**src/rtl/alu_chunk_sequencer.sv**
```systemverilog
// rtl/alu_chunk_sequencer.sv - drives a narrow ALU slice-by-slice to perform wide add/subtract
module alu_chunk_sequencer #(
    parameter int TERMINAL_RANGE = 4,
    parameter int NUM_CHUNKS     = 4
) (
    input  logic                          clk,
    input  logic                          rst_n,
    input  logic                          start,
    input  logic                          op,
    input  logic [TERMINAL_RANGE*NUM_CHUNKS-1:0] a,
    input  logic [TERMINAL_RANGE*NUM_CHUNKS-1:0] b,
    input  logic                          cin_in,
    output logic                          busy,
    output logic                          done,
    output logic [TERMINAL_RANGE*NUM_CHUNKS-1:0] result,
    output logic                          cout,
    output logic                          zero,
    output logic [TERMINAL_RANGE-1:0]     alu_a,
    output logic [TERMINAL_RANGE-1:0]     alu_b,
    output logic                          alu_cin,
    output logic                          alu_op,
    input  logic [TERMINAL_RANGE-1:0]     alu_product,
    input  logic                          alu_cout,
    input  logic                          alu_zero
);

    localparam int W    = TERMINAL_RANGE * NUM_CHUNKS;
    localparam int IDXW = (NUM_CHUNKS > 1) ? $clog2(NUM_CHUNKS) : 1;
    localparam logic [IDXW-1:0] LAST_IDX = IDXW'(NUM_CHUNKS - 1);

    typedef enum logic [1:0] {
        S_IDLE,
        S_RUN,
        S_DONE
    } state_t;

    state_t          state_q;
    logic [W-1:0]    a_q;
    logic [W-1:0]    b_q;
    logic            op_q;
    logic            cin_q;
    logic            carry_q;
    logic            zacc_q;
    logic [IDXW-1:0] idx_q;
    logic [W-1:0]    work_q;
    logic [W-1:0]    work_next;
    int              base;

    // Status flags are plain decodes of the registered state.
    assign busy = (state_q == S_RUN);
    assign done = (state_q == S_DONE);

    // Work word with the current ALU slice merged in; the final edge stores this whole word.
    always_comb begin
        base      = int'(idx_q) * TERMINAL_RANGE;
        work_next = work_q;
        work_next[base +: TERMINAL_RANGE] = alu_product;
    end

    // ALU inputs: current operand slice while running, quiet zeros otherwise.
    always_comb begin
        alu_a   = '0;
        alu_b   = '0;
        alu_cin = 1'b0;
        alu_op  = 1'b0;
        if (state_q == S_RUN) begin
            alu_a   = a_q[base +: TERMINAL_RANGE];
            alu_b   = b_q[base +: TERMINAL_RANGE];
            alu_op  = op_q;
            alu_cin = (idx_q == '0) ? cin_q : carry_q;
        end
    end

    // Sequencer FSM: accept operands, walk chunks LSB first, publish the result on the last chunk.
    always_ff @(posedge clk or negedge rst_n) begin
        if (!rst_n) begin
            state_q <= S_IDLE;
            a_q     <= '0;
            b_q     <= '0;
            op_q    <= 1'b0;
            cin_q   <= 1'b0;
            carry_q <= 1'b0;
            zacc_q  <= 1'b0;
            idx_q   <= '0;
            work_q  <= '0;
            result  <= '0;
            cout    <= 1'b0;
            zero    <= 1'b0;
        end else begin
            case (state_q)
                S_IDLE, S_DONE: begin
                    if (start) begin
                        a_q     <= a;
                        b_q     <= b;
                        op_q    <= op;
                        cin_q   <= cin_in;
                        idx_q   <= '0;
                        zacc_q  <= 1'b1;
                        state_q <= S_RUN;
                    end else begin
                        state_q <= S_IDLE;
                    end
                end
                S_RUN: begin
                    work_q  <= work_next;
                    carry_q <= alu_cout;
                    zacc_q  <= zacc_q & alu_zero;
                    if (idx_q == LAST_IDX) begin
                        idx_q   <= '0;
                        result  <= work_next;
                        cout    <= alu_cout;
                        zero    <= zacc_q & alu_zero;
                        state_q <= S_DONE;
                    end else begin
                        idx_q <= idx_q + 1'b1;
                    end
                end
                default: state_q <= S_IDLE;
            endcase
        end
    end

endmodule

```
**config.mk**
```make
export PLATFORM = sky130hd
export DESIGN_NAME = alu_chunk_sequencer
export DESIGN_NICKNAME = d
export VERILOG_FILES = /design/src/rtl/alu_chunk_sequencer.sv
export SDC_FILE = /design/constraint.sdc
export NUM_CORES = 1
export LEC_CHECK = 0
export CAP_MARGIN = 20
export CORE_MARGIN = 8
export CORE_UTILIZATION = 40
export CTS_CLUSTER_DIAMETER = 50
export DETAILED_ROUTE_END_ITERATION = 16
export HOLD_SLACK_MARGIN = 0.06
export PLACE_DENSITY_LB_ADDON = 0.2
export SETUP_SLACK_MARGIN = 0.3
export SLEW_MARGIN = 5
export SYNTH_ARGS = -nofsm -noshare
export SYNTH_HDL_FRONTEND = slang
export SYNTH_SLANG_ARGS = --single-unit
```
**constraint.sdc**
```tcl
create_clock -name clk -period 2.4 [get_ports clk]
set_input_delay 0.72 -clock clk [delete_from_list [all_inputs] [get_ports clk]]
set_output_delay 0.72 -clock clk [all_outputs]
set_load 0.1 [all_outputs]
```
==> results of run 1 <==
==> kinds of logic (layout without fill, tap and decap cells) <==
kind of cell             Yosys count  in the layout  synth area share, %
AND/OR/NAND/NOR                  176            176                 22.7
flip-flops                        74             74                 55.0
AO/OA/AOI/OAI                     38             38                 8.58
buffers and inverters             25            112                 3.90
multiplexers                      14             14                 7.58
adder cells (fa/ha/maj)            6              6                 2.23
==> sequential cells by signal, summed over array words and instances (netlist names) <==
register  flops
a_q          16
b_q          16
carry_q       1
cin_q         1
cout          1
idx_q         2
op_q          1
result       16
state_q       2
work_q       16
zacc_q        1
zero          1
==> metal layers <==
| metal | up-vias | GRT usage, % | part of all wire, % |
|---|---|---|---|
| met5 | - | 0 | 0 |
| met4 | 0 | 7.14 | 1.9 |
| met3 | 13 | 4.25 | 7.3 |
| met2 | 70 | 22.7 | 47 |
| met1 | 1270 | 18.2 | 44 |
| li1 | 1276 | - | - |
==> metrics by stage <==
stage / std cells / util [%] / hold slack (ns) / cell area [um2] / setup TNS, ns
after CTS: 524 / 56.1 / 0.323 / 4590 / -0.169
after floorplan: 333 / - / 0.424 / 3410 / 0
after detailed placement: 503 / 52.8 / 0.454 / 4320 / 0
after global placement: 503 / 52.8 / 0.450 / 4320 / 0
after global routing: 525 / 56.4 / 0.349 / 4610 / -0.344
final: 525 / 56.4 / 0.314 / 4610 / -0.00162
==> area by class of cell <==
class | count | area (um2)
Tap cell | 105 | 131
Sequential cell | 74 | 1850
Fill cell | 750 | 3570
Clock buffer | 13 | 169
Timing Repair inverter | 1 | 7.51
Multi-Input combinational cell | 234 | 1440
Clock inverter | 2 | 35.0
Timing Repair Buffer | 89 | 945
Inverter | 7 | 31.3
==> synth_stat cells (all sizes together) <==
cell / count
nor2b: 8
a21oi: 3
o2bb2ai: 12
nand2: 127
nor2: 14
a32oi: 1
o31ai: 2
o211ai: 3
mux4: 8
o21ai: 7
a221oi: 4
inv: 7
nand3b: 4
ha: 6
and2: 9
nand2b: 4
buf: 15
a32o: 4
a31oi: 2
and4bb: 2
nand4: 2
nand4b: 1
dfrtp: 74
nand3: 4
mux2i: 6
and2b: 1
clkbuf: 3
==> worst paths after layout <==
check,slack [ns],end,from,cells past startpoint
setup / recovery,-0.002,alu_a[1],idx_q[0],4
hold / removal,0.31,result[7],rst_n,1
setup reg to reg,0.45,result[15],idx_q[0],8
hold reg to reg,0.47,op_q,op_q,2
max in group asynchronous,1.49,state_q[0],rst_n,2
min in group clk,0.47,op_q,op_q,2
==> what timing repair did <==
| action | 4_1_cts | 5_1_grt |
|---|---|---|
| gates cloned | 1 | 0 |
| setup buffers | 5 | 1 |
| pin swaps | 7 | 0 |
| hold buffers | 0 | 0 |
| setup endpoints to repair | 11 | 11 |
| resized for setup | 13 | 3 |
==> worst reg2reg max path: stages (launching register included) <==
cell,delay [ns]
dfrtp_1,0.40
buf_6,0.15
buf_4,0.13
buf_4,0.13
buf_4,0.14
ha_1,0.27
and4bb_2,0.26
a32oi_1,0.24
a21oi_1,0.10
==> metrics.md, run 1 <==
| Metric | Value |
|---|---|
| Crit path launch type | `flip-flop` |
| Post-Syn Area | `0.00337 mm2` |
| Setup slack at placement | `0.261 ns` |
| Core ar. | `0.00818 mm2` |
| Clock latency on the worst-skew pair | `0.35 ns` |
| Final setup violating endpoints | `1` |
| Die W | `108 um` |
| Synth warn | `0` |
| Tcrit/Tclk final | `100%` |
| Tmin final | `2.40 ns` |
| WL/cell | `14.9 um` |
| Slowest cell delay on critical path | `0.50 ns` |
| Num CTS Buffers | `9` |
| HPWL Detailed | `5630 um` |
| Grt total ovfl | `0` |
| WL final | `7800 um` |
| Cell taking the most area after synthesis | `dfrtp_1` |
| Slew headroom | `68.5%` |
| Largest net degree at the start of global routing | `41` |
| Port bufs | `72` |
| Top Family by Delay on Critical Path | `multiplexers` |
| Synthesized net count | `382` |
| N_diodes | `0` |
| Clock Sinks | `74` |
| Post-route ant nets | `0` |
| Layout cell share with drive strength beyond 1 | `22.1%` |
| Min-delay worst type | `in2async` |
| Commonest non-fill, non-tap cell in the layout | `nand2_1` |
| CTS root buf | `clkbuf_8` |
| Failing checks | `setup timing` |
| CTS tree | `yes` |
| Global-route wire length before repair | `13500 um` |
| Syn avg cell area | `10.1 um2` |
| Tightest Pin Transition | `0.471 ns` |
| Synth top area share | `55.0%` |
| CTS clk-pin slew, worst paths | `0.08 ns` |
| Iteration-0 DRC Markers | `72` |
| CP required | `1.68 ns` |
| Max-Cap Viols | `0` |
| Sequential share of the synthesized area | `55.0%` |
| Routed via count | `2629` |
| Vias/cell | `5.01` |
| Slew Limit Fails | `0` |
| Critical path class | `reg2out` |
| Unrepaired setup endpoints after global routing | `yes` |
| Residual DRC count | `0` |
| Synth top area cells | `dfrtp_1 55%, nand2_1 14%, mux4_1 3.1%` |
| Synth Instances | `333` |
| CTS H-Tree Depth | `3` |
| Distinct cells, synth | `32` |
| Number of global-route vias before repair | `2813` |
| I/O pin cnt | `73` |
| Buf+Inv Stages, Crit Path | `2` |
| Setup ws final | `-0.00162 ns` |
| # nets final | `465` |
| Worst Skew | `0.00848 ns` |
| Placer Congestion | `0.784` |
| Status | `complete, but fails checks` |
| Initial core utilization | `41.2%` |
| Arr. time, crit path | `1.68 ns` |
| Fmax achieved | `0.416 GHz` |
| Area Growth Syn to Fin | `36.8%` |
| Most frequent cells in the layout | `127 x nand2_1, 73 x dfrtp_1, 41 x clkdlybuf4s50_1, 32 x buf_4` |
| Die Span Y | `108 um` |
| Crit path max fanout | `6` |
| Clk buf depth | `2` |
| Antenna violations before repair | `0` |
| Total GRT Usage | `14.6%` |
| Flops & latches, synth | `74` |
| CP endpoint kind | `output pin` |
| 1st-pass router iterations | `4` |
| CP max-delay cell | `mux4_2` |
| Std cell rows | `33` |
| Final hold violations | `0` |
| DIE AREA | `0.0116 mm2` |
| Worst-path cell chain | `buf_6 > mux4_2 > and2_4 > buf_12` |
Power of run 1 is left out: the tool's default activity adds up to more than one toggle a clock period on the data nets, which glitch-free logic cannot reach.
==> run 2: changes to the inputs <==
- DONT_BUFFER_PORTS: unset -> 1
- GPL_ROUTABILITY_DRIVEN: unset -> 0
==> metrics.md, run 2 (synthesis results as in run 1) <==
| Metric | Value |
|---|---|
| WL final | `8500 um` |
| Core ar. | `0.00818 mm2` |
| 1st-pass router iterations | `4` |
| HPWL Detailed | `5670 um` |
| Failing checks | `setup timing` |
| Grt total ovfl | `0` |
| Tcrit/Tclk final | `102%` |
| CTS root buf | `clkbuf_8` |
| Clk buf depth | `2` |
| Largest net degree at the start of global routing | `46` |
| Post-route ant nets | `0` |
| Iteration-0 DRC Markers | `89` |
| Tightest Pin Transition | `0.649 ns` |
| CP endpoint kind | `output pin` |
| Crit path launch type | `flip-flop` |
| Area Growth Syn to Fin | `25.6%` |
| Most frequent cells in the layout | `127 x nand2_1, 72 x dfrtp_1, 32 x buf_4, 13 x nor2_1, 12 x o2bb2ai_1` |
| WL/cell | `17.6 um` |
| Slew Limit Fails | `0` |
| Clock latency on the worst-skew pair | `0.34 ns` |
| Die Span Y | `108 um` |
| Routed via count | `2466` |
| Unrepaired setup endpoints after global routing | `yes` |
| Final hold violations | `0` |
| CTS clk-pin slew, worst paths | `0.08 ns` |
| Placed cells | `455` |
| DIE AREA | `0.0116 mm2` |
| Setup ws final | `-0.0442 ns` |
| Total GRT Usage | `15.7%` |
| Status | `complete, but fails checks` |
| Commonest non-fill, non-tap cell in the layout | `nand2_1` |
| Layout cell share with drive strength beyond 1 | `23.5%` |
| Slew headroom | `56.6%` |
| CTS tree | `yes` |
| Fmax achieved | `0.409 GHz` |
| Global-route wire length before repair | `14200 um` |
| Final setup violating endpoints | `6` |
| Critical path class | `reg2out` |
| Worst Skew | `0.0119 ns` |
| Port bufs | `0` |
| Clock Sinks | `74` |
| Cell Count, Final, Fillers Out | `483` |
| Min-delay worst type | `in2async` |
| I/O pin cnt | `73` |
| Initial core utilization | `41.2%` |
| Num CTS Buffers | `9` |
| CTS H-Tree Depth | `3` |
| Std cell rows | `33` |
| Tmin final | `2.44 ns` |
| Arr. time, crit path | `1.72 ns` |
| Max-Cap Viols | `0` |
| Residual DRC count | `0` |
| CP required | `1.68 ns` |
| Antenna violations before repair | `0` |
| Number of global-route vias before repair | `2719` |
| N_diodes | `0` |
| Vias/cell | `5.11` |
| Crit path max fanout | `5` |
| # nets final | `422` |
| Die W | `108 um` |
==> run 2: stage by stage <==
step | utilization [%] | setup TNS (ns) | hold slack [ns] | worst slack [ns] | instance area, um2
final | 51.8 | -0.126 | 0.222 | -0.0442 | 4230
after global routing | 51.8 | -0.448 | 0.214 | -0.0892 | 4230
after CTS | 51.4 | -0.581 | 0.216 | -0.0911 | 4200
after detailed placement | 46.2 | 0 | 0.427 | 0.244 | 3780
after global placement | 46.2 | 0 | 0.428 | 0.261 | 3780
after floorplan | - | 0 | 0.424 | 0.0194 | 3410
==> run 2: layout make-up <==
cell class,instances,area [um2]
fill,789,3940
sequential,74,1850
multi-input combinational,234,1440
timing repair buffer,46,485
clock inverter,5,150
clock buffer,11,131
tap,105,131
inverter,7,33.8
timing repair inverter,1,7.51
==> run 2: metal layers <==
layer | part of all wire [%] | up-vias | routed length, um | track usage, %
met3 | 7.8 | 8 | 659 | 5.75
met1 | 43 | 1190 | 3670 | 18.9
met5 | 0 | - | 0 | 0
met2 | 48 | 69 | 4070 | 25.5
met4 | 1.1 | 0 | 97 | 5.05
li1 | - | 1199 | - | -
==> run 2: final timing paths <==
kind / from / to / slack (ns) / cells after the start
setup / recovery: idx_q[0] / alu_a[0] / -0.04 / 4
hold / removal: rst_n / result[0] / 0.22 / 1
min in group clk: b_q[14] / b_q[14] / 0.47 / 2
max in group asynchronous: rst_n / state_q[0] / 1.10 / 1
hold reg to reg: b_q[14] / b_q[14] / 0.47 / 2
setup reg to reg: idx_q[0] / result[9] / 0.57 / 6
==> run 2: what timing repair did <==
| action | CTS | global route |
|---|---|---|
| endpoints found under the hold margin | 45 | 0 |
| pin swaps | 3 | 1 |
| resized for setup | 12 | 8 |
| hold buffers | 4 | 0 |
| gates cloned | 2 | 0 |
| endpoints found under the setup margin | 11 | 11 |
| buffers inserted | 4 | 2 |
==> run 2: critical path: stages, from the launching register on <==
cell	delay (ns)
dfrtp_2	0.42
clkbuf_16	0.17
mux4_2	0.48
and2_4	0.16
buf_12	0.16
Power of run 2 is left out for the same reason.
